## src/rtl/uart_pkg.sv

```systemverilog
// uart_pkg: shared constants and FSM state encoding for the uart_stream block.
// Optional parity support in the block is selected with the UART_PARITY_EN macro.
package uart_pkg;

  // Oversampling ticks per data bit and the tick index treated as mid-bit.
  localparam int OVERSAMPLE = 16;
  localparam int MID_BIT    = 7;

  localparam logic [7:0] TICK_LAST = 8'(OVERSAMPLE - 1);
  localparam logic [7:0] MID_LAST  = 8'(MID_BIT);

  // Common encoding for the TX and RX frame FSMs. ST_PARITY is only reached
  // in builds with parity enabled.
  typedef enum logic [2:0] {
    ST_IDLE   = 3'd0,
    ST_START  = 3'd1,
    ST_DATA   = 3'd2,
    ST_PARITY = 3'd3,
    ST_STOP   = 3'd4
  } uart_state_e;

endpackage

```

## src/rtl/uart_sync_fifo.sv

```systemverilog
// uart_sync_fifo: single-clock first-word-fall-through FIFO. DEPTH must be a
// power of two so the pointers wrap naturally. Push when full and pop when
// empty are ignored.
module uart_sync_fifo
  import uart_pkg::*;
#(
  parameter int DATA_SIZE = 8,
  parameter int DEPTH     = 16
) (
  input  logic                   clk,
  input  logic                   reset,
  input  logic                   push_i,
  input  logic                   pop_i,
  input  logic [DATA_SIZE-1:0]   wdata_i,
  output logic [DATA_SIZE-1:0]   rdata_o,
  output logic                   full_o,
  output logic                   empty_o,
  output logic [$clog2(DEPTH):0] level_o
);

  localparam int AW = $clog2(DEPTH);
  localparam int LW = AW + 1;

  logic [DATA_SIZE-1:0] mem_q [DEPTH];
  logic [AW-1:0]        wptr_q, rptr_q;
  logic [LW-1:0]        level_q, level_d;
  logic                 push_ok, pop_ok;

  assign full_o  = (level_q == LW'(DEPTH));
  assign empty_o = (level_q == '0);
  assign push_ok = push_i && !full_o;
  assign pop_ok  = pop_i && !empty_o;
  assign rdata_o = mem_q[rptr_q];
  assign level_o = level_q;

  // Occupancy follows accepted pushes minus accepted pops.
  always_comb begin
    level_d = level_q;
    case ({push_ok, pop_ok})
      2'b10:   level_d = level_q + LW'(1);
      2'b01:   level_d = level_q - LW'(1);
      default: level_d = level_q;
    endcase
  end

  // Pointer and level state; storage is not reset.
  always_ff @(posedge clk) begin
    if (reset) begin
      wptr_q  <= '0;
      rptr_q  <= '0;
      level_q <= '0;
    end else begin
      if (push_ok) wptr_q <= wptr_q + AW'(1);
      if (pop_ok)  rptr_q <= rptr_q + AW'(1);
      level_q <= level_d;
    end
  end

  // Storage write.
  always_ff @(posedge clk) begin
    if (push_ok) mem_q[wptr_q] <= wdata_i;
  end

endmodule

```

## src/rtl/uart_stream.sv

```systemverilog
// uart_stream: UART with runtime baud divisor, 16x oversampling and TX/RX
// FIFOs on valid/ready streams. Define UART_PARITY_EN to add a parity bit
// (parity_odd input, rx_parity_err output).
module uart_stream
  import uart_pkg::*;
#(
  parameter int DBITS      = 8,
  parameter int SB_TICK    = 16,
  parameter int FIFO_DEPTH = 16,
  parameter int DIV_BITS   = 16
) (
  input  logic                        clk_100MHz,
  input  logic                        reset,
  input  logic [DIV_BITS-1:0]         divisor,
  input  logic                        rx,
  output logic                        tx,
  input  logic [DBITS-1:0]            tx_data,
  input  logic                        tx_valid,
  output logic                        tx_ready,
  output logic [DBITS-1:0]            rx_data,
  output logic                        rx_valid,
  input  logic                        rx_ready,
  output logic                        tx_busy,
  output logic                        rx_frame_err,
  output logic                        rx_overrun,
  output logic [$clog2(FIFO_DEPTH):0] tx_level,
  output logic [$clog2(FIFO_DEPTH):0] rx_level
`ifdef UART_PARITY_EN
  ,
  input  logic                        parity_odd,
  output logic                        rx_parity_err
`endif
);

  localparam logic [7:0] SB_LAST = 8'(SB_TICK - 1);
  localparam logic [3:0] DB_LAST = 4'(DBITS - 1);

  // ---------------- baud tick ----------------
  logic [DIV_BITS-1:0] baud_cnt_q, baud_div_q;
  logic                tick;

  assign tick = (baud_cnt_q == baud_div_q);

  // Divisor is captured at each wrap so a change never truncates a period.
  always_ff @(posedge clk_100MHz) begin
    if (reset) begin
      baud_cnt_q <= '0;
      baud_div_q <= divisor;
    end else if (tick) begin
      baud_cnt_q <= '0;
      baud_div_q <= divisor;
    end else begin
      baud_cnt_q <= baud_cnt_q + DIV_BITS'(1);
    end
  end

  // ---------------- FIFOs ----------------
  logic             tx_full, tx_empty, tx_pop;
  logic [DBITS-1:0] tx_head;
  logic             rx_full, rx_empty, rx_push;
  logic [DBITS-1:0] rx_shreg_q, rx_shreg_d;

  assign tx_ready = !tx_full;
  assign rx_valid = !rx_empty;

  uart_sync_fifo #(.DATA_SIZE(DBITS), .DEPTH(FIFO_DEPTH)) u_tx_fifo (
    .clk(clk_100MHz), .reset(reset),
    .push_i(tx_valid && tx_ready), .pop_i(tx_pop), .wdata_i(tx_data),
    .rdata_o(tx_head), .full_o(tx_full), .empty_o(tx_empty), .level_o(tx_level)
  );

  uart_sync_fifo #(.DATA_SIZE(DBITS), .DEPTH(FIFO_DEPTH)) u_rx_fifo (
    .clk(clk_100MHz), .reset(reset),
    .push_i(rx_push), .pop_i(rx_ready && rx_valid), .wdata_i(rx_shreg_q),
    .rdata_o(rx_data), .full_o(rx_full), .empty_o(rx_empty), .level_o(rx_level)
  );

  // ---------------- transmitter ----------------
  uart_state_e      tx_state_q, tx_state_d;
  logic [7:0]       tx_tcnt_q, tx_tcnt_d;
  logic [3:0]       tx_bcnt_q, tx_bcnt_d;
  logic [DBITS-1:0] tx_shreg_q, tx_shreg_d;
  logic             tx_q, tx_d, tx_load;
`ifdef UART_PARITY_EN
  logic             tx_par_q, tx_par_d;
`endif

  // TX state and registered line driver.
  always_ff @(posedge clk_100MHz) begin
    if (reset) begin
      tx_state_q <= ST_IDLE;
      tx_tcnt_q  <= '0;
      tx_bcnt_q  <= '0;
      tx_shreg_q <= '0;
      tx_q       <= 1'b1;
`ifdef UART_PARITY_EN
      tx_par_q   <= 1'b0;
`endif
    end else begin
      tx_state_q <= tx_state_d;
      tx_tcnt_q  <= tx_tcnt_d;
      tx_bcnt_q  <= tx_bcnt_d;
      tx_shreg_q <= tx_shreg_d;
      tx_q       <= tx_d;
`ifdef UART_PARITY_EN
      tx_par_q   <= tx_par_d;
`endif
    end
  end

  // TX next state; a word is fetched on a tick from IDLE, or straight out of
  // STOP so consecutive frames have no idle gap.
  always_comb begin
    tx_state_d = tx_state_q;
    tx_tcnt_d  = tx_tcnt_q;
    tx_bcnt_d  = tx_bcnt_q;
    tx_shreg_d = tx_shreg_q;
    tx_load    = 1'b0;
    case (tx_state_q)
      ST_IDLE: if (tick && !tx_empty) begin
        tx_load    = 1'b1;
        tx_state_d = ST_START;
      end
      ST_START: if (tick) begin
        if (tx_tcnt_q == TICK_LAST) begin
          tx_state_d = ST_DATA;
          tx_tcnt_d  = '0;
          tx_bcnt_d  = '0;
        end else tx_tcnt_d = tx_tcnt_q + 8'd1;
      end
      ST_DATA: if (tick) begin
        if (tx_tcnt_q == TICK_LAST) begin
          tx_tcnt_d  = '0;
          tx_shreg_d = {1'b0, tx_shreg_q[DBITS-1:1]};
          if (tx_bcnt_q == DB_LAST) begin
`ifdef UART_PARITY_EN
            tx_state_d = ST_PARITY;
`else
            tx_state_d = ST_STOP;
`endif
          end else tx_bcnt_d = tx_bcnt_q + 4'd1;
        end else tx_tcnt_d = tx_tcnt_q + 8'd1;
      end
`ifdef UART_PARITY_EN
      ST_PARITY: if (tick) begin
        if (tx_tcnt_q == TICK_LAST) begin
          tx_state_d = ST_STOP;
          tx_tcnt_d  = '0;
        end else tx_tcnt_d = tx_tcnt_q + 8'd1;
      end
`endif
      ST_STOP: if (tick) begin
        if (tx_tcnt_q == SB_LAST) begin
          if (!tx_empty) begin
            tx_load    = 1'b1;
            tx_state_d = ST_START;
          end else tx_state_d = ST_IDLE;
        end else tx_tcnt_d = tx_tcnt_q + 8'd1;
      end
      default: tx_state_d = ST_IDLE;
    endcase
    if (tx_load) begin
      tx_shreg_d = tx_head;
      tx_tcnt_d  = '0;
    end
  end

  // TX outputs: line level derived from the upcoming state so tx is a flop.
  always_comb begin
    tx_pop = tx_load;
`ifdef UART_PARITY_EN
    tx_par_d = tx_load ? (^tx_head ^ parity_odd) : tx_par_q;
`endif
    case (tx_state_d)
      ST_START:  tx_d = 1'b0;
      ST_DATA:   tx_d = tx_shreg_d[0];
`ifdef UART_PARITY_EN
      ST_PARITY: tx_d = tx_par_d;
`endif
      default:   tx_d = 1'b1;
    endcase
  end

  assign tx      = tx_q;
  assign tx_busy = (tx_state_q != ST_IDLE);

  // ---------------- receiver ----------------
  logic        rx_meta_q, rx_sync_q;
  uart_state_e rx_state_q, rx_state_d;
  logic [7:0]  rx_tcnt_q, rx_tcnt_d;
  logic [3:0]  rx_bcnt_q, rx_bcnt_d;
  logic        rx_done, rx_word_ok, frame_err_d, overrun_d;
  logic        rx_frame_err_q, rx_overrun_q;
`ifdef UART_PARITY_EN
  logic        rx_par_q, rx_par_d, rx_par_bad, parity_err_d, rx_parity_err_q;
`endif

  // Two-flop synchronizer on the asynchronous serial input; idles high.
  always_ff @(posedge clk_100MHz) begin
    if (reset) begin
      rx_meta_q <= 1'b1;
      rx_sync_q <= 1'b1;
    end else begin
      rx_meta_q <= rx;
      rx_sync_q <= rx_meta_q;
    end
  end

  // RX state and registered error pulses.
  always_ff @(posedge clk_100MHz) begin
    if (reset) begin
      rx_state_q     <= ST_IDLE;
      rx_tcnt_q      <= '0;
      rx_bcnt_q      <= '0;
      rx_shreg_q     <= '0;
      rx_frame_err_q <= 1'b0;
      rx_overrun_q   <= 1'b0;
`ifdef UART_PARITY_EN
      rx_par_q        <= 1'b0;
      rx_parity_err_q <= 1'b0;
`endif
    end else begin
      rx_state_q     <= rx_state_d;
      rx_tcnt_q      <= rx_tcnt_d;
      rx_bcnt_q      <= rx_bcnt_d;
      rx_shreg_q     <= rx_shreg_d;
      rx_frame_err_q <= frame_err_d;
      rx_overrun_q   <= overrun_d;
`ifdef UART_PARITY_EN
      rx_par_q        <= rx_par_d;
      rx_parity_err_q <= parity_err_d;
`endif
    end
  end

  // RX next state: confirm start at mid-bit, then sample every 16 ticks.
  always_comb begin
    rx_state_d = rx_state_q;
    rx_tcnt_d  = rx_tcnt_q;
    rx_bcnt_d  = rx_bcnt_q;
    rx_shreg_d = rx_shreg_q;
    rx_done    = 1'b0;
`ifdef UART_PARITY_EN
    rx_par_d   = rx_par_q;
`endif
    case (rx_state_q)
      ST_IDLE: if (!rx_sync_q) begin
        rx_state_d = ST_START;
        rx_tcnt_d  = '0;
      end
      ST_START: if (tick) begin
        if (rx_tcnt_q == MID_LAST) begin
          if (!rx_sync_q) begin
            rx_state_d = ST_DATA;
            rx_tcnt_d  = '0;
            rx_bcnt_d  = '0;
          end else rx_state_d = ST_IDLE;
        end else rx_tcnt_d = rx_tcnt_q + 8'd1;
      end
      ST_DATA: if (tick) begin
        if (rx_tcnt_q == TICK_LAST) begin
          rx_tcnt_d  = '0;
          rx_shreg_d = {rx_sync_q, rx_shreg_q[DBITS-1:1]};
          if (rx_bcnt_q == DB_LAST) begin
`ifdef UART_PARITY_EN
            rx_state_d = ST_PARITY;
`else
            rx_state_d = ST_STOP;
`endif
          end else rx_bcnt_d = rx_bcnt_q + 4'd1;
        end else rx_tcnt_d = rx_tcnt_q + 8'd1;
      end
`ifdef UART_PARITY_EN
      ST_PARITY: if (tick) begin
        if (rx_tcnt_q == TICK_LAST) begin
          rx_par_d   = rx_sync_q;
          rx_tcnt_d  = '0;
          rx_state_d = ST_STOP;
        end else rx_tcnt_d = rx_tcnt_q + 8'd1;
      end
`endif
      ST_STOP: if (tick) begin
        if (rx_tcnt_q == SB_LAST) begin
          rx_done    = 1'b1;
          rx_state_d = ST_IDLE;
        end else rx_tcnt_d = rx_tcnt_q + 8'd1;
      end
      default: rx_state_d = ST_IDLE;
    endcase
  end

  // RX outputs: accept the word on a good stop bit, else flag the error.
  always_comb begin
    rx_word_ok  = rx_done && rx_sync_q;
    frame_err_d = rx_done && !rx_sync_q;
`ifdef UART_PARITY_EN
    rx_par_bad   = ((^rx_shreg_q) ^ rx_par_q) != parity_odd;
    parity_err_d = rx_word_ok && rx_par_bad;
    rx_word_ok   = rx_word_ok && !rx_par_bad;
`endif
    rx_push   = rx_word_ok && !rx_full;
    overrun_d = rx_word_ok && rx_full;
  end

  assign rx_frame_err = rx_frame_err_q;
  assign rx_overrun   = rx_overrun_q;
`ifdef UART_PARITY_EN
  assign rx_parity_err = rx_parity_err_q;
`endif

endmodule

```

## config.mk

```make
export PLATFORM = sky130hd
export DESIGN_NAME = uart_stream
export DESIGN_NICKNAME = d
export VERILOG_FILES = /design/src/rtl/uart_pkg.sv /design/src/rtl/uart_sync_fifo.sv /design/src/rtl/uart_stream.sv
export SDC_FILE = /design/constraint.sdc
export NUM_CORES = 1
export LEC_CHECK = 0
export CAP_MARGIN = 40
export CORE_ASPECT_RATIO = 1.1
export CORE_MARGIN = 3
export CORE_UTILIZATION = 35
export DETAILED_ROUTE_END_ITERATION = 10
export DONT_BUFFER_PORTS = 1
export PLACE_DENSITY_LB_ADDON = 0.12
export SLEW_MARGIN = 15
export SYNTH_ARGS = -nofsm -noshare
export SYNTH_HDL_FRONTEND = slang
export SYNTH_SLANG_ARGS = --single-unit
```

## constraint.sdc

```tcl
create_clock -name clk_100MHz -period 8.63 [get_ports clk_100MHz]
set_input_delay 2.1575 -clock clk_100MHz [delete_from_list [all_inputs] [get_ports clk_100MHz]]
set_output_delay 2.1575 -clock clk_100MHz [all_outputs]
set_load 0.01 [all_outputs]
```

==> impl_metrics.xml, run 1 <==
<?xml version="1.0" encoding="UTF-8"?>
<metrics>
  <group name="status">
    <metric name="status" unit="">finished clean</metric>
  </group>
  <group name="floorplanning">
    <metric name="initial_core_util" unit="">0.358</metric>
    <metric name="placeableCoreArea" unit="mm2">0.0427</metric>
    <metric name="placement_rows" unit="">79</metric>
    <metric name="floorplan.die.height" unit="um">225</metric>
    <metric name="die_x" unit="um">205</metric>
    <metric name="design.die.area" unit="mm2">0.0462</metric>
    <metric name="num_io_pins" unit="">53</metric>
  </group>
  <group name="logic_synthesis">
    <metric name="ys_warn_count" unit="">0</metric>
    <metric name="synthArstFlopShare" unit="">0</metric>
    <metric name="xor_and_xnor_area_share_after_synthesis" unit="">0.0304</metric>
    <metric name="syn-mean-instance-area" unit="um2">15.2</metric>
    <metric name="synthDistinctLibCells" unit="">59</metric>
    <metric name="synthMuxAreaShare" unit="">0.130</metric>
    <metric name="post_synth_inst_count" unit="">1008</metric>
    <metric name="synth_nets" unit="">1059</metric>
    <metric name="synthFlopType" unit="">sky130_fd_sc_hd__edfxtp_1</metric>
    <metric name="ys_seq_area_frac" unit="">0.666</metric>
    <metric name="yosys.area_share.adder" unit="">0.0185</metric>
    <metric name="synth_compound_area_frac" unit="">0.0416</metric>
    <metric name="ys_ff_latch" unit="">373</metric>
    <metric name="synth_edf_count" unit="">272</metric>
    <metric name="synth_top_family_by_area" unit="">multiplexers</metric>
    <metric name="synth_simple_gate_area_share" unit="">0.0962</metric>
    <metric name="syn_area" unit="mm2">0.0153</metric>
  </group>
  <group name="timing">
    <metric name="hold_viol" unit="">0</metric>
    <metric name="grt_setup_unrepaired" unit="">false</metric>
    <metric name="max_slew_margin" unit="">0.475</metric>
    <metric name="finalCritPeriodShare" unit="">0.546</metric>
    <metric name="finalSetupViolCount" unit="">0</metric>
    <metric name="timing.final.ws_setup" unit="ns">3.92</metric>
    <metric name="tightest_slew" unit="ns">0.783</metric>
    <metric name="max_freq" unit="MHz">212</metric>
    <metric name="clock_skew" unit="ns">0.0188</metric>
    <metric name="min_period" unit="ns">4.71</metric>
    <metric name="maxSlewViolCount" unit="">0</metric>
    <metric name="totalNegativeSetupSlack" unit="ns">0</metric>
  </group>
  <group name="routing">
    <metric name="drt_iter0_markers" unit="">478</metric>
    <metric name="vias" unit="">8344</metric>
    <metric name="route.antenna.remaining_nets" unit="">0</metric>
    <metric name="firstDrtPassIters" unit="">6</metric>
    <metric name="routed_wirelength" unit="um">32200</metric>
    <metric name="wire_length_per_cell_after_detailed_routing" unit="um">19.6</metric>
    <metric name="routed_via_density" unit="">5.08</metric>
    <metric name="final_routed_drc_violation_total" unit="">0</metric>
  </group>
  <group name="critical_path">
    <metric name="cp-start-kind" unit="">flop</metric>
    <metric name="worst_setup_path_end_kind" unit="">primary output</metric>
    <metric name="reg2reg_to" unit="">u_rx_fifo.level_o[4]$_SDFFE_PP0P_</metric>
    <metric name="path_cells" unit="">buf_4, mux4_2, mux4_2</metric>
    <metric name="timing.critical_path.slowest_cell_delay" unit="ns">0.59</metric>
    <metric name="worstPathRequired" unit="ns">6.47</metric>
    <metric name="crit_type" unit="">reg2out</metric>
    <metric name="timing.reg2reg.worst_path_depth" unit="">13</metric>
    <metric name="crit_path_top_delay_cell" unit="">sky130_fd_sc_hd__mux4_2</metric>
    <metric name="critPathArrivalTime" unit="ns">2.55</metric>
    <metric name="setup.reg_to_reg.worst_slack" unit="ns">4.90</metric>
    <metric name="worst_path_most_repeated_cell" unit="">sky130_fd_sc_hd__mux4_2</metric>
    <metric name="regToRegStartpoint" unit="">baud_div_q[5]$_DFFE_PP_</metric>
    <metric name="critPathMaxFanout" unit="">32</metric>
  </group>
  <group name="clock_tree">
    <metric name="total_number_of_h_tree_levels" unit="">2</metric>
    <metric name="clock_insertion_delay_worst_skew" unit="ns">0.55</metric>
    <metric name="cts_num_sinks" unit="">373</metric>
    <metric name="cts.path.max_buffers" unit="">3</metric>
    <metric name="post_cts_setup_repair_buffer_count" unit="">0</metric>
    <metric name="cts.hold.buffers_added" unit="">0</metric>
    <metric name="cts-root-buf" unit="">sky130_fd_sc_hd__clkbuf_16</metric>
    <metric name="post_cts_resize_count" unit="">0</metric>
    <metric name="clk_transition_reported_paths" unit="ns">0.06</metric>
    <metric name="cts-buffers-inserted" unit="">41</metric>
    <metric name="cts_tree" unit="">yes</metric>
  </group>
  <group name="global_route">
    <metric name="grt_overflow_total" unit="">0</metric>
    <metric name="first_global_vias" unit="">8530</metric>
    <metric name="antenna_found_initial" unit="">0</metric>
    <metric name="gr-usage-all-layers" unit="">0.142</metric>
    <metric name="maximum_number_of_pins_on_one_net_before_global_route_repair" unit="">85</metric>
    <metric name="grt_pass1_wl" unit="um">50400</metric>
  </group>
  <group name="place">
    <metric name="globalplace.congestion" unit="">0.737</metric>
    <metric name="port-buffer-count" unit="">0</metric>
    <metric name="dp_hpwl" unit="um">21200</metric>
    <metric name="dp_worst_setup_slack" unit="ns">4.00</metric>
  </group>
  <group name="finish">
    <metric name="post_route_cells_drive_above_1_share" unit="">0.189</metric>
    <metric name="multi_input_area" unit="mm2">0.00486</metric>
    <metric name="layout.area.seq" unit="mm2">0.0102</metric>
    <metric name="syn2layout_area_growth" unit="%">13.9</metric>
    <metric name="antenna-diode-count" unit="">0</metric>
    <metric name="layout.filler_cells" unit="">3928</metric>
    <metric name="nNetsFinal" unit="">1093</metric>
  </group>
  <group name="run">
    <metric name="drv.max_cap_violation_count" unit="">0</metric>
  </group>
  <group name="worst_hold_path">
    <metric name="hp_class" unit="">reg2reg</metric>
    <metric name="worst_hold_path.endpoint" unit="">rx_sync_q$_SDFF_PP1_</metric>
    <metric name="hold_critical_path_depth" unit="">1</metric>
    <metric name="worstHoldStart" unit="">rx_meta_q$_SDFF_PP1_</metric>
  </group>
  <group name="power">
    <metric name="leakage" unit="nW">5.75</metric>
    <metric name="power.density" unit="mW/mm2">208</metric>
    <metric name="internal_power" unit="mW">2.88</metric>
    <metric name="total_switching_power" unit="mW">0.739</metric>
    <metric name="pwr-share-seq" unit="">0.535</metric>
    <metric name="sw_frac_of_total" unit="">0.204</metric>
    <metric name="vdd_ir_drop_max" unit="mV">0.164</metric>
    <metric name="p_comb_frac" unit="">0.014</metric>
    <metric name="clockPowerShare" unit="">0.451</metric>
  </group>
</metrics>
==> area by class of cell <==
cell class | instances | area share
repair buffers | 41 | 0.0186
clock inverters | 23 | 0.00869
inverters | 19 | 0.00410
flip-flops and latches | 373 | 0.585
well taps | 567 | 0.0407
multi-input cells | 566 | 0.279
clock buffers | 52 | 0.0632
==> worst max path at each step <==
stage | from | to | slack, ns | cells after the start
6_report | flop | rx_data[2] | 3.92 | 3
5_1_grt | flop | rx_data[4] | 3.78 | 3
4_1_cts | flop | rx_data[2] | 3.83 | 3
3_5_place_dp | tx_valid | u_tx_fifo.level_o[4]$_SDFFE_PP0P_ | 4.00 | 12
3_3_place_gp | tx_valid | u_tx_fifo.level_o[4]$_SDFFE_PP0P_ | 4.05 | 12
2_1_floorplan | tx_valid | u_tx_fifo.level_o[4]$_SDFFE_PP0P_ | 4.16 | 11
==> per-layer routing <==
metal  vias to the layer above  GRT usage  wire length (um)
li1                       3949          -                 -
met1                      4211      0.177             13500
met2                       140      0.250             16800
met3                        44     0.0237              1170
met4                         0     0.0472               728
met5                         -          0                 0
==> power by group through the flow <==
stage	combinational, mW	sequential, mW	clock [mW]
after floorplan	0.0450	1.97	0
after global placement	0.0523	1.98	0
after detailed placement	0.0528	1.98	0
after CTS	0.0530	1.94	1.70
after global routing	0.0585	1.94	1.77
final	0.0518	1.94	1.63
==> cell usage after synthesis, types with 4 or more instances <==
library cell               number  area [um2]
sky130_fd_sc_hd__o21ai_0       11        55.1
sky130_fd_sc_hd__nand2_1       44         165
sky130_fd_sc_hd__nand4_1       13        81.3
sky130_fd_sc_hd__nor2_1       114         428
sky130_fd_sc_hd__nand3_1       15        75.1
sky130_fd_sc_hd__and3_1        12        75.1
sky130_fd_sc_hd__or3_1          8        50.1
sky130_fd_sc_hd__xnor2_1       17         149
sky130_fd_sc_hd__a211oi_1       5        37.5
sky130_fd_sc_hd__nor3_1        20         100
sky130_fd_sc_hd__xor2_1        36         315
sky130_fd_sc_hd__or4_1          5        37.5
sky130_fd_sc_hd__and2_1         5        31.3
sky130_fd_sc_hd__a21oi_1       39         195
sky130_fd_sc_hd__mux2i_1       16         160
sky130_fd_sc_hd__mux2_2         4        45.0
sky130_fd_sc_hd__dfxtp_1      101        2020
sky130_fd_sc_hd__buf_2          5        25.0
sky130_fd_sc_hd__a21o_1         5        37.5
sky130_fd_sc_hd__nor4b_1        4        35.0
sky130_fd_sc_hd__buf_1         10        37.5
sky130_fd_sc_hd__inv_1         19        71.3
sky130_fd_sc_hd__ha_1          21         263
sky130_fd_sc_hd__o221ai_1       4        35.0
sky130_fd_sc_hd__edfxtp_1     272        8170
sky130_fd_sc_hd__a22oi_1        9        67.6
sky130_fd_sc_hd__nor2b_1        7        43.8
sky130_fd_sc_hd__nand2b_1      14        87.6
sky130_fd_sc_hd__clkbuf_1      35         131
sky130_fd_sc_hd__nor4_1        12        75.1
sky130_fd_sc_hd__mux4_2        79        1780
==> cells by family after synthesis <==
kind of cell / after synthesis
AO/OA/AOI/OAI: 98
XOR/XNOR: 53
adder cells (fa/ha/maj): 22
buffers and inverters: 69
flip-flops: 373
multiplexers: 99
AND/OR/NAND/NOR: 294
==> worst max-delay path, delay by kind of cell, from the launching register on <==
family | cells | cell delay, ns
buffers and inverters | 1 | 0.52
flip-flops | 1 | 0.31
multiplexers | 2 | 1.14
==> cell usage in the layout (no fill, tap or decap), drive strengths merged, types with 13 or more instances in the layout <==
| master | n |
|---|---|
| a21oi | 39 |
| buf | 41 |
| clkbuf | 52 |
| clkinv | 17 |
| dfxtp | 101 |
| edfxtp | 272 |
| ha | 21 |
| inv | 22 |
| mux2i | 16 |
| mux4 | 79 |
| nand2 | 44 |
| nand2b | 14 |
| nand3 | 15 |
| nand4 | 13 |
| nor2 | 114 |
| nor3 | 20 |
| nor4 | 14 |
| xnor2 | 17 |
| xor2 | 36 |
==> registers in the layout (all words and copies together), names as in the netlist, 4 cells and up, named ones only <==
| register | count |
|---|---|
| rx_bcnt_q | 4 |
| rx_tcnt_q | 8 |
| baud_div_q | 16 |
| u_tx_fifo.rptr_q | 4 |
| tx_tcnt_q | 8 |
| baud_cnt_q | 16 |
| tx_shreg_q | 8 |
| tx_bcnt_q | 4 |
| u_rx_fifo.wptr_q | 4 |
| u_tx_fifo.mem_q | 128 |
| rx_shreg_q | 8 |
| u_rx_fifo.mem_q | 128 |
| u_tx_fifo.wptr_q | 4 |
| u_tx_fifo.level_o | 5 |
| u_rx_fifo.rptr_q | 4 |
| u_rx_fifo.level_o | 5 |
==> through the flow <==
stage	power, mW	cells	hold slack, ns	instance area, um2	utilization
2_1_floorplan	2.02	1008	0.389	15300	-
3_3_place_gp	2.03	1541	0.392	16000	0.374
3_5_place_dp	2.03	1566	0.394	16200	0.378
4_1_cts	3.69	1641	0.408	17400	0.408
5_1_grt	3.76	1641	0.434	17400	0.408
6_report	3.62	1641	0.407	17400	0.408
No activity file was read; power rests on OpenSTA's default activity.
==> inputs of run 2 (changes only) <==
clock period = 4.9 ns   (was 8.63 ns; I/O delays follow)
==> impl_metrics.xml, run 2 (same netlist as run 1, synthesis figures left out) <==
<?xml version="1.0" encoding="UTF-8"?>
<metrics>
  <group name="finish">
    <metric name="layout.filler_cells" unit="">3926</metric>
    <metric name="layout.area.seq" unit="mm2">0.0102</metric>
    <metric name="antenna-diode-count" unit="">0</metric>
    <metric name="largest_registers" unit="">u_rx_fifo.mem_q (128), u_tx_fifo.mem_q (128)</metric>
    <metric name="post_route_cells_drive_above_1_share" unit="">0.189</metric>
    <metric name="final_area" unit="mm2">0.0175</metric>
    <metric name="most_common_library_cell_in_the_layout_ignoring_fill_and_taps" unit="">sky130_fd_sc_hd__edfxtp_1</metric>
    <metric name="nNetsFinal" unit="">1095</metric>
    <metric name="multi_input_area" unit="mm2">0.00486</metric>
    <metric name="syn2layout_area_growth" unit="%">14.5</metric>
    <metric name="highest_count_cells_in_the_layout_ignoring_fill_and_taps" unit="">272 x sky130_fd_sc_hd__edfxtp_1, 114 x sky130_fd_sc_hd__nor2_1, 99 x sky130_fd_sc_hd__dfxtp_1, 79 x sky130_fd_sc_hd__mux4_2, 44 x sky130_fd_sc_hd__nand2_1</metric>
    <metric name="final_cells" unit="">1644</metric>
  </group>
  <group name="routing">
    <metric name="routed_wirelength" unit="um">31900</metric>
    <metric name="wire_length_per_cell_after_detailed_routing" unit="um">19.4</metric>
    <metric name="final_routed_drc_violation_total" unit="">0</metric>
    <metric name="routed_via_density" unit="">5.05</metric>
    <metric name="route.antenna.remaining_nets" unit="">0</metric>
    <metric name="drt_iter0_markers" unit="">398</metric>
    <metric name="vias" unit="">8307</metric>
    <metric name="firstDrtPassIters" unit="">5</metric>
  </group>
  <group name="critical_path">
    <metric name="critPathMaxFanout" unit="">32</metric>
    <metric name="crit_type" unit="">reg2out</metric>
    <metric name="critPathArrivalTime" unit="ns">2.55</metric>
    <metric name="worstPathRequired" unit="ns">3.67</metric>
    <metric name="worst_setup_path_end_kind" unit="">primary output</metric>
    <metric name="cp-start-kind" unit="">flop</metric>
    <metric name="timing.reg2reg.worst_path_depth" unit="">13</metric>
  </group>
  <group name="clock_tree">
    <metric name="clk_transition_reported_paths" unit="ns">0.06</metric>
    <metric name="cts-root-buf" unit="">sky130_fd_sc_hd__clkbuf_16</metric>
    <metric name="total_number_of_h_tree_levels" unit="">2</metric>
    <metric name="cts.path.max_buffers" unit="">3</metric>
    <metric name="post_cts_setup_repair_buffer_count" unit="">0</metric>
    <metric name="post_cts_resize_count" unit="">0</metric>
    <metric name="cts_tree" unit="">yes</metric>
    <metric name="cts_num_sinks" unit="">373</metric>
    <metric name="cts-buffers-inserted" unit="">41</metric>
    <metric name="clock_insertion_delay_worst_skew" unit="ns">0.56</metric>
    <metric name="cts.hold.buffers_added" unit="">0</metric>
  </group>
  <group name="global_route">
    <metric name="first_global_vias" unit="">8468</metric>
    <metric name="grt.met3_usage" unit="">0.0244</metric>
    <metric name="grt_overflow_total" unit="">0</metric>
    <metric name="maximum_number_of_pins_on_one_net_before_global_route_repair" unit="">85</metric>
    <metric name="antenna_found_initial" unit="">0</metric>
    <metric name="globalRouteMet2Util" unit="">0.244</metric>
    <metric name="gr-usage-all-layers" unit="">0.141</metric>
    <metric name="grt_pass1_wl" unit="um">50400</metric>
    <metric name="groute.layer.met1.usage" unit="">0.180</metric>
    <metric name="top_usage_layer" unit="">met2</metric>
  </group>
  <group name="power">
    <metric name="leakage" unit="nW">5.79</metric>
    <metric name="pwr-share-seq" unit="">0.522</metric>
    <metric name="clockPowerShare" unit="">0.464</metric>
    <metric name="vdd_ir_drop_max" unit="mV">0.273</metric>
    <metric name="sw_frac_of_total" unit="">0.198</metric>
    <metric name="power.density" unit="mW/mm2">373</metric>
    <metric name="internal_power" unit="mW">5.24</metric>
    <metric name="total_switching_power" unit="mW">1.29</metric>
    <metric name="p_comb_frac" unit="">0.015</metric>
  </group>
  <group name="run">
    <metric name="drv.max_cap_violation_count" unit="">0</metric>
  </group>
  <group name="floorplanning">
    <metric name="design.die.area" unit="mm2">0.0462</metric>
    <metric name="initial_core_util" unit="">0.358</metric>
    <metric name="placeableCoreArea" unit="mm2">0.0427</metric>
    <metric name="die_x" unit="um">205</metric>
    <metric name="placement_rows" unit="">79</metric>
    <metric name="num_io_pins" unit="">53</metric>
    <metric name="floorplan.die.height" unit="um">225</metric>
  </group>
  <group name="place">
    <metric name="port-buffer-count" unit="">0</metric>
    <metric name="globalplace.congestion" unit="">0.741</metric>
    <metric name="numPlacedInstances" unit="">1568</metric>
    <metric name="dp_hpwl" unit="um">20900</metric>
    <metric name="placement.cell_area" unit="mm2">0.0162</metric>
  </group>
  <group name="timing">
    <metric name="max_freq" unit="MHz">265</metric>
    <metric name="maxSlewViolCount" unit="">0</metric>
    <metric name="tightest_slew" unit="ns">0.732</metric>
    <metric name="min_period" unit="ns">3.78</metric>
    <metric name="finalSetupViolCount" unit="">0</metric>
    <metric name="clock_skew" unit="ns">0.0117</metric>
    <metric name="hold-worst-slack" unit="ns">0.423</metric>
    <metric name="finalCritPeriodShare" unit="">0.771</metric>
    <metric name="totalNegativeSetupSlack" unit="ns">0</metric>
    <metric name="grt_setup_unrepaired" unit="">false</metric>
    <metric name="max_slew_margin" unit="">0.512</metric>
    <metric name="hold_viol" unit="">0</metric>
  </group>
  <group name="worst_hold_path">
    <metric name="hp_class" unit="">reg2reg</metric>
    <metric name="hold_critical_path_depth" unit="">1</metric>
  </group>
  <group name="status">
    <metric name="status" unit="">finished clean</metric>
  </group>
</metrics>
==> run 2: changes by cell type in the layout (fill, tap and decap cells not counted), sizes merged <==
| cell | before | now |
|---|---|---|
| inv | 22 | 20 |
| clkinvlp | 2 | 3 |
| clkinv | 17 | 13 |
| clkbuf | 52 | 56 |
| buf | 41 | 43 |
| bufinv | 1 | 3 |
==> run 2: path summary, 6_finish.rpt <==
check / start / to / slack [ns]
worst max register to register: baud_div_q[8]$_DFFE_PP_ / u_rx_fifo.level_o[4]$_SDFFE_PP0P_ / 1.14
worst max-delay path: flop / rx_data[4] / 1.12
worst min-delay path: rx_meta_q$_SDFF_PP1_ / rx_sync_q$_SDFF_PP1_ / 0.42
worst min register to register: rx_meta_q$_SDFF_PP1_ / rx_sync_q$_SDFF_PP1_ / 0.42
==> run 2: layout make-up <==
class / instances / share of cell area
clock buffers: 56 / 0.0659
clock inverters: 20 / 0.0104
inverters: 19 / 0.00407
multi-input cells: 566 / 0.277
flip-flops and latches: 373 / 0.582
well taps: 567 / 0.0405
repair buffers: 43 / 0.0198
==> run 2: metal layers <==
metal | vias to the layer above | wire length, um
li1 | 3957 | -
met1 | 4171 | 13700
met2 | 125 | 16300
met3 | 54 | 1140
met4 | 0 | 761
met5 | - | 0
==> run 2: power by group through the flow <==
stage	Clock, mW	Combinational, mW	Sequential (mW)
3_5_place_dp	0	0.0974	3.48
4_1_cts	3.15	0.0980	3.41
2_1_floorplan	0	0.0793	3.47
3_3_place_gp	0	0.0933	3.48
5_1_grt	3.28	0.106	3.41
6_report	3.03	0.0954	3.41
==> run 2: metrics by stage <==
stage | utilization | setup WS (ns) | power (mW)
6_report | 0.410 | 1.12 | 6.54
3_5_place_dp | 0.379 | 1.14 | 3.58
5_1_grt | 0.410 | 0.949 | 6.80
2_1_floorplan | - | 1.03 | 3.55
4_1_cts | 0.410 | 1.04 | 6.66
3_3_place_gp | 0.373 | 1.16 | 3.57
==> run 2: worst max-delay path: stages (launching register included) <==
cell                      delay [ns]
sky130_fd_sc_hd__dfxtp_2        0.31
sky130_fd_sc_hd__buf_4          0.50
sky130_fd_sc_hd__mux4_2         0.62
sky130_fd_sc_hd__mux4_2         0.52
==> inputs of run 3 (changes only) <==
clock period = 3.1 ns   (was 4.9 ns; I/O delays follow)
==> impl_metrics.xml, run 3 (same netlist as run 1, synthesis figures left out) <==
<?xml version="1.0" encoding="UTF-8"?>
<metrics>
  <group name="status">
    <metric name="status" unit="">finished clean</metric>
  </group>
  <group name="power">
    <metric name="clockPowerShare" unit="">0.457</metric>
    <metric name="sw_frac_of_total" unit="">0.202</metric>
    <metric name="leakage" unit="nW">6.01</metric>
    <metric name="total_switching_power" unit="mW">2.07</metric>
    <metric name="pwr-share-seq" unit="">0.526</metric>
    <metric name="power.density" unit="mW/mm2">569</metric>
    <metric name="p_comb_frac" unit="">0.017</metric>
    <metric name="internal_power" unit="mW">8.16</metric>
    <metric name="vdd_ir_drop_max" unit="mV">0.686</metric>
  </group>
  <group name="global_route">
    <metric name="gr-usage-all-layers" unit="">0.139</metric>
    <metric name="grt_overflow_total" unit="">0</metric>
    <metric name="antenna_found_initial" unit="">0</metric>
    <metric name="first_global_vias" unit="">8751</metric>
    <metric name="maximum_number_of_pins_on_one_net_before_global_route_repair" unit="">85</metric>
    <metric name="grt_pass1_wl" unit="um">49500</metric>
  </group>
  <group name="timing">
    <metric name="tightest_slew" unit="ns">0.671</metric>
    <metric name="grt_setup_unrepaired" unit="">true</metric>
    <metric name="finalCritPeriodShare" unit="">0.995</metric>
    <metric name="maxSlewViolCount" unit="">0</metric>
    <metric name="max_slew_margin" unit="">0.550</metric>
    <metric name="clock_skew" unit="ns">0.0185</metric>
    <metric name="totalNegativeSetupSlack" unit="ns">0</metric>
    <metric name="finalSetupViolCount" unit="">0</metric>
    <metric name="hold_viol" unit="">0</metric>
    <metric name="min_period" unit="ns">3.08</metric>
    <metric name="max_freq" unit="MHz">324</metric>
  </group>
  <group name="finish">
    <metric name="post_route_cells_drive_above_1_share" unit="">0.232</metric>
    <metric name="nNetsFinal" unit="">1140</metric>
    <metric name="largest_registers" unit="">u_rx_fifo.mem_q (128), u_tx_fifo.mem_q (128)</metric>
    <metric name="most_common_library_cell_in_the_layout_ignoring_fill_and_taps" unit="">sky130_fd_sc_hd__edfxtp_1</metric>
    <metric name="highest_count_cells_in_the_layout_ignoring_fill_and_taps" unit="">272 x sky130_fd_sc_hd__edfxtp_1, 112 x sky130_fd_sc_hd__nor2_1, 99 x sky130_fd_sc_hd__dfxtp_1, 80 x sky130_fd_sc_hd__buf_4, 79 x sky130_fd_sc_hd__mux4_2</metric>
    <metric name="postLayoutCoreUtil" unit="">0.421</metric>
    <metric name="layout.filler_cells" unit="">3929</metric>
    <metric name="antenna-diode-count" unit="">0</metric>
    <metric name="syn2layout_area_growth" unit="%">17.5</metric>
  </group>
  <group name="floorplanning">
    <metric name="initial_core_util" unit="">0.358</metric>
    <metric name="num_io_pins" unit="">53</metric>
    <metric name="floorplan.die.height" unit="um">225</metric>
    <metric name="design.die.area" unit="mm2">0.0462</metric>
    <metric name="placeableCoreArea" unit="mm2">0.0427</metric>
    <metric name="die_x" unit="um">205</metric>
    <metric name="placement_rows" unit="">79</metric>
  </group>
  <group name="critical_path">
    <metric name="cp-start-kind" unit="">flop</metric>
    <metric name="critPathArrivalTime" unit="ns">3.58</metric>
    <metric name="critPathMaxFanout" unit="">4</metric>
    <metric name="worstPathRequired" unit="ns">3.59</metric>
    <metric name="timing.reg2reg.worst_path_depth" unit="">14</metric>
    <metric name="crit_type" unit="">reg2reg</metric>
    <metric name="worst_setup_path_end_kind" unit="">flop</metric>
  </group>
  <group name="worst_hold_path">
    <metric name="hp_class" unit="">in2reg</metric>
    <metric name="hold_critical_path_depth" unit="">1</metric>
  </group>
  <group name="clock_tree">
    <metric name="total_number_of_h_tree_levels" unit="">2</metric>
    <metric name="cts-buffers-inserted" unit="">41</metric>
    <metric name="clock_insertion_delay_worst_skew" unit="ns">0.56</metric>
    <metric name="cts.path.max_buffers" unit="">3</metric>
    <metric name="clk_transition_reported_paths" unit="ns">0.06</metric>
    <metric name="cts_num_sinks" unit="">373</metric>
    <metric name="cts-root-buf" unit="">sky130_fd_sc_hd__clkbuf_16</metric>
    <metric name="cts_tree" unit="">yes</metric>
  </group>
  <group name="routing">
    <metric name="drt_iter0_markers" unit="">430</metric>
    <metric name="routed_wirelength" unit="um">31600</metric>
    <metric name="route.antenna.remaining_nets" unit="">0</metric>
    <metric name="routed_via_density" unit="">4.97</metric>
    <metric name="final_routed_drc_violation_total" unit="">0</metric>
    <metric name="vias" unit="">8388</metric>
    <metric name="wire_length_per_cell_after_detailed_routing" unit="um">18.7</metric>
    <metric name="firstDrtPassIters" unit="">6</metric>
  </group>
  <group name="run">
    <metric name="drv.max_cap_violation_count" unit="">0</metric>
  </group>
  <group name="place">
    <metric name="dp_hpwl" unit="um">20600</metric>
    <metric name="port-buffer-count" unit="">0</metric>
    <metric name="globalplace.congestion" unit="">0.785</metric>
  </group>
</metrics>
[run 3: per-layer routing]
layer  GRT usage  up-vias  part of all wire
li1            -     4034                 -
met1       0.167     4211              0.42
met5           0        -                 0
met3      0.0287       54             0.033
met4      0.0483        0             0.023
met2       0.247       89              0.52
[run 3: area by class of cell]
class	count	area [um2]	share of cell area
Clock buffer	55	1120	0.0623
Clock inverter	19	184	0.0102
Inverter	19	71.3	0.00397
Multi-Input combinational cell	566	4920	0.274
Sequential cell	373	10200	0.567
Tap cell	567	709	0.0395
Timing Repair Buffer	88	772	0.0429
[run 3: final timing paths]
kind,start,to,slack [ns]
worst max-delay path,baud_div_q[6]$_DFFE_PP_,u_rx_fifo.level_o[4]$_SDFFE_PP0P_,0.02
worst min-delay path,reset,u_rx_fifo.level_o[4]$_SDFFE_PP0P_,0.29
worst max register to register,baud_div_q[6]$_DFFE_PP_,u_rx_fifo.level_o[4]$_SDFFE_PP0P_,0.02
worst min register to register,rx_meta_q$_SDFF_PP1_,rx_sync_q$_SDFF_PP1_,0.42
[run 3: worst max-delay path, cell delays in order (launching register included)]
cell	delay, ns
sky130_fd_sc_hd__edfxtp_1	0.37
sky130_fd_sc_hd__xor2_1	0.18
sky130_fd_sc_hd__nor4_2	0.27
sky130_fd_sc_hd__buf_4	0.15
sky130_fd_sc_hd__nand4_1	0.12
sky130_fd_sc_hd__buf_6	0.18
sky130_fd_sc_hd__nor4_4	0.32
sky130_fd_sc_hd__inv_2	0.08
sky130_fd_sc_hd__ha_4	0.19
sky130_fd_sc_hd__fa_2	0.34
sky130_fd_sc_hd__a21o_1	0.17
sky130_fd_sc_hd__a21oi_2	0.14
sky130_fd_sc_hd__xor2_1	0.08
sky130_fd_sc_hd__or3_1	0.33
sky130_fd_sc_hd__a21oi_2	0.11
[run 3: through the flow]
step,cell area (um2),instances,power (mW),hold WS (ns),setup WS (ns)
finish,18000,1687,10.2,0.292,0.0154
global route,18000,1687,10.6,0.267,-0.181
CTS,17900,1684,10.4,0.246,-0.0214
detailed placement,16500,1607,5.67,0.399,-0.0607
global placement,16500,1607,5.67,0.400,-0.0114
floorplan,15400,1008,5.61,0.389,-0.226
[run 3: power groups by stage]
| stage | clock network [mW] | logic, mW | registers [mW] |
|---|---|---|---|
| global route | 5.04 | 0.203 | 5.38 |
| global placement | 0 | 0.180 | 5.49 |
| CTS | 4.85 | 0.181 | 5.38 |
| floorplan | 0 | 0.127 | 5.49 |
| detailed placement | 0 | 0.179 | 5.49 |
| finish | 4.67 | 0.178 | 5.38 |
[run 3: timing repair]
item	CTS	global route
hold buffers	0	0
buffers inserted	1	2
endpoints found under the hold margin	0	0
setup endpoints to repair	9	7
cloned	2	1
resized for setup	5	9
pin swaps	4	5
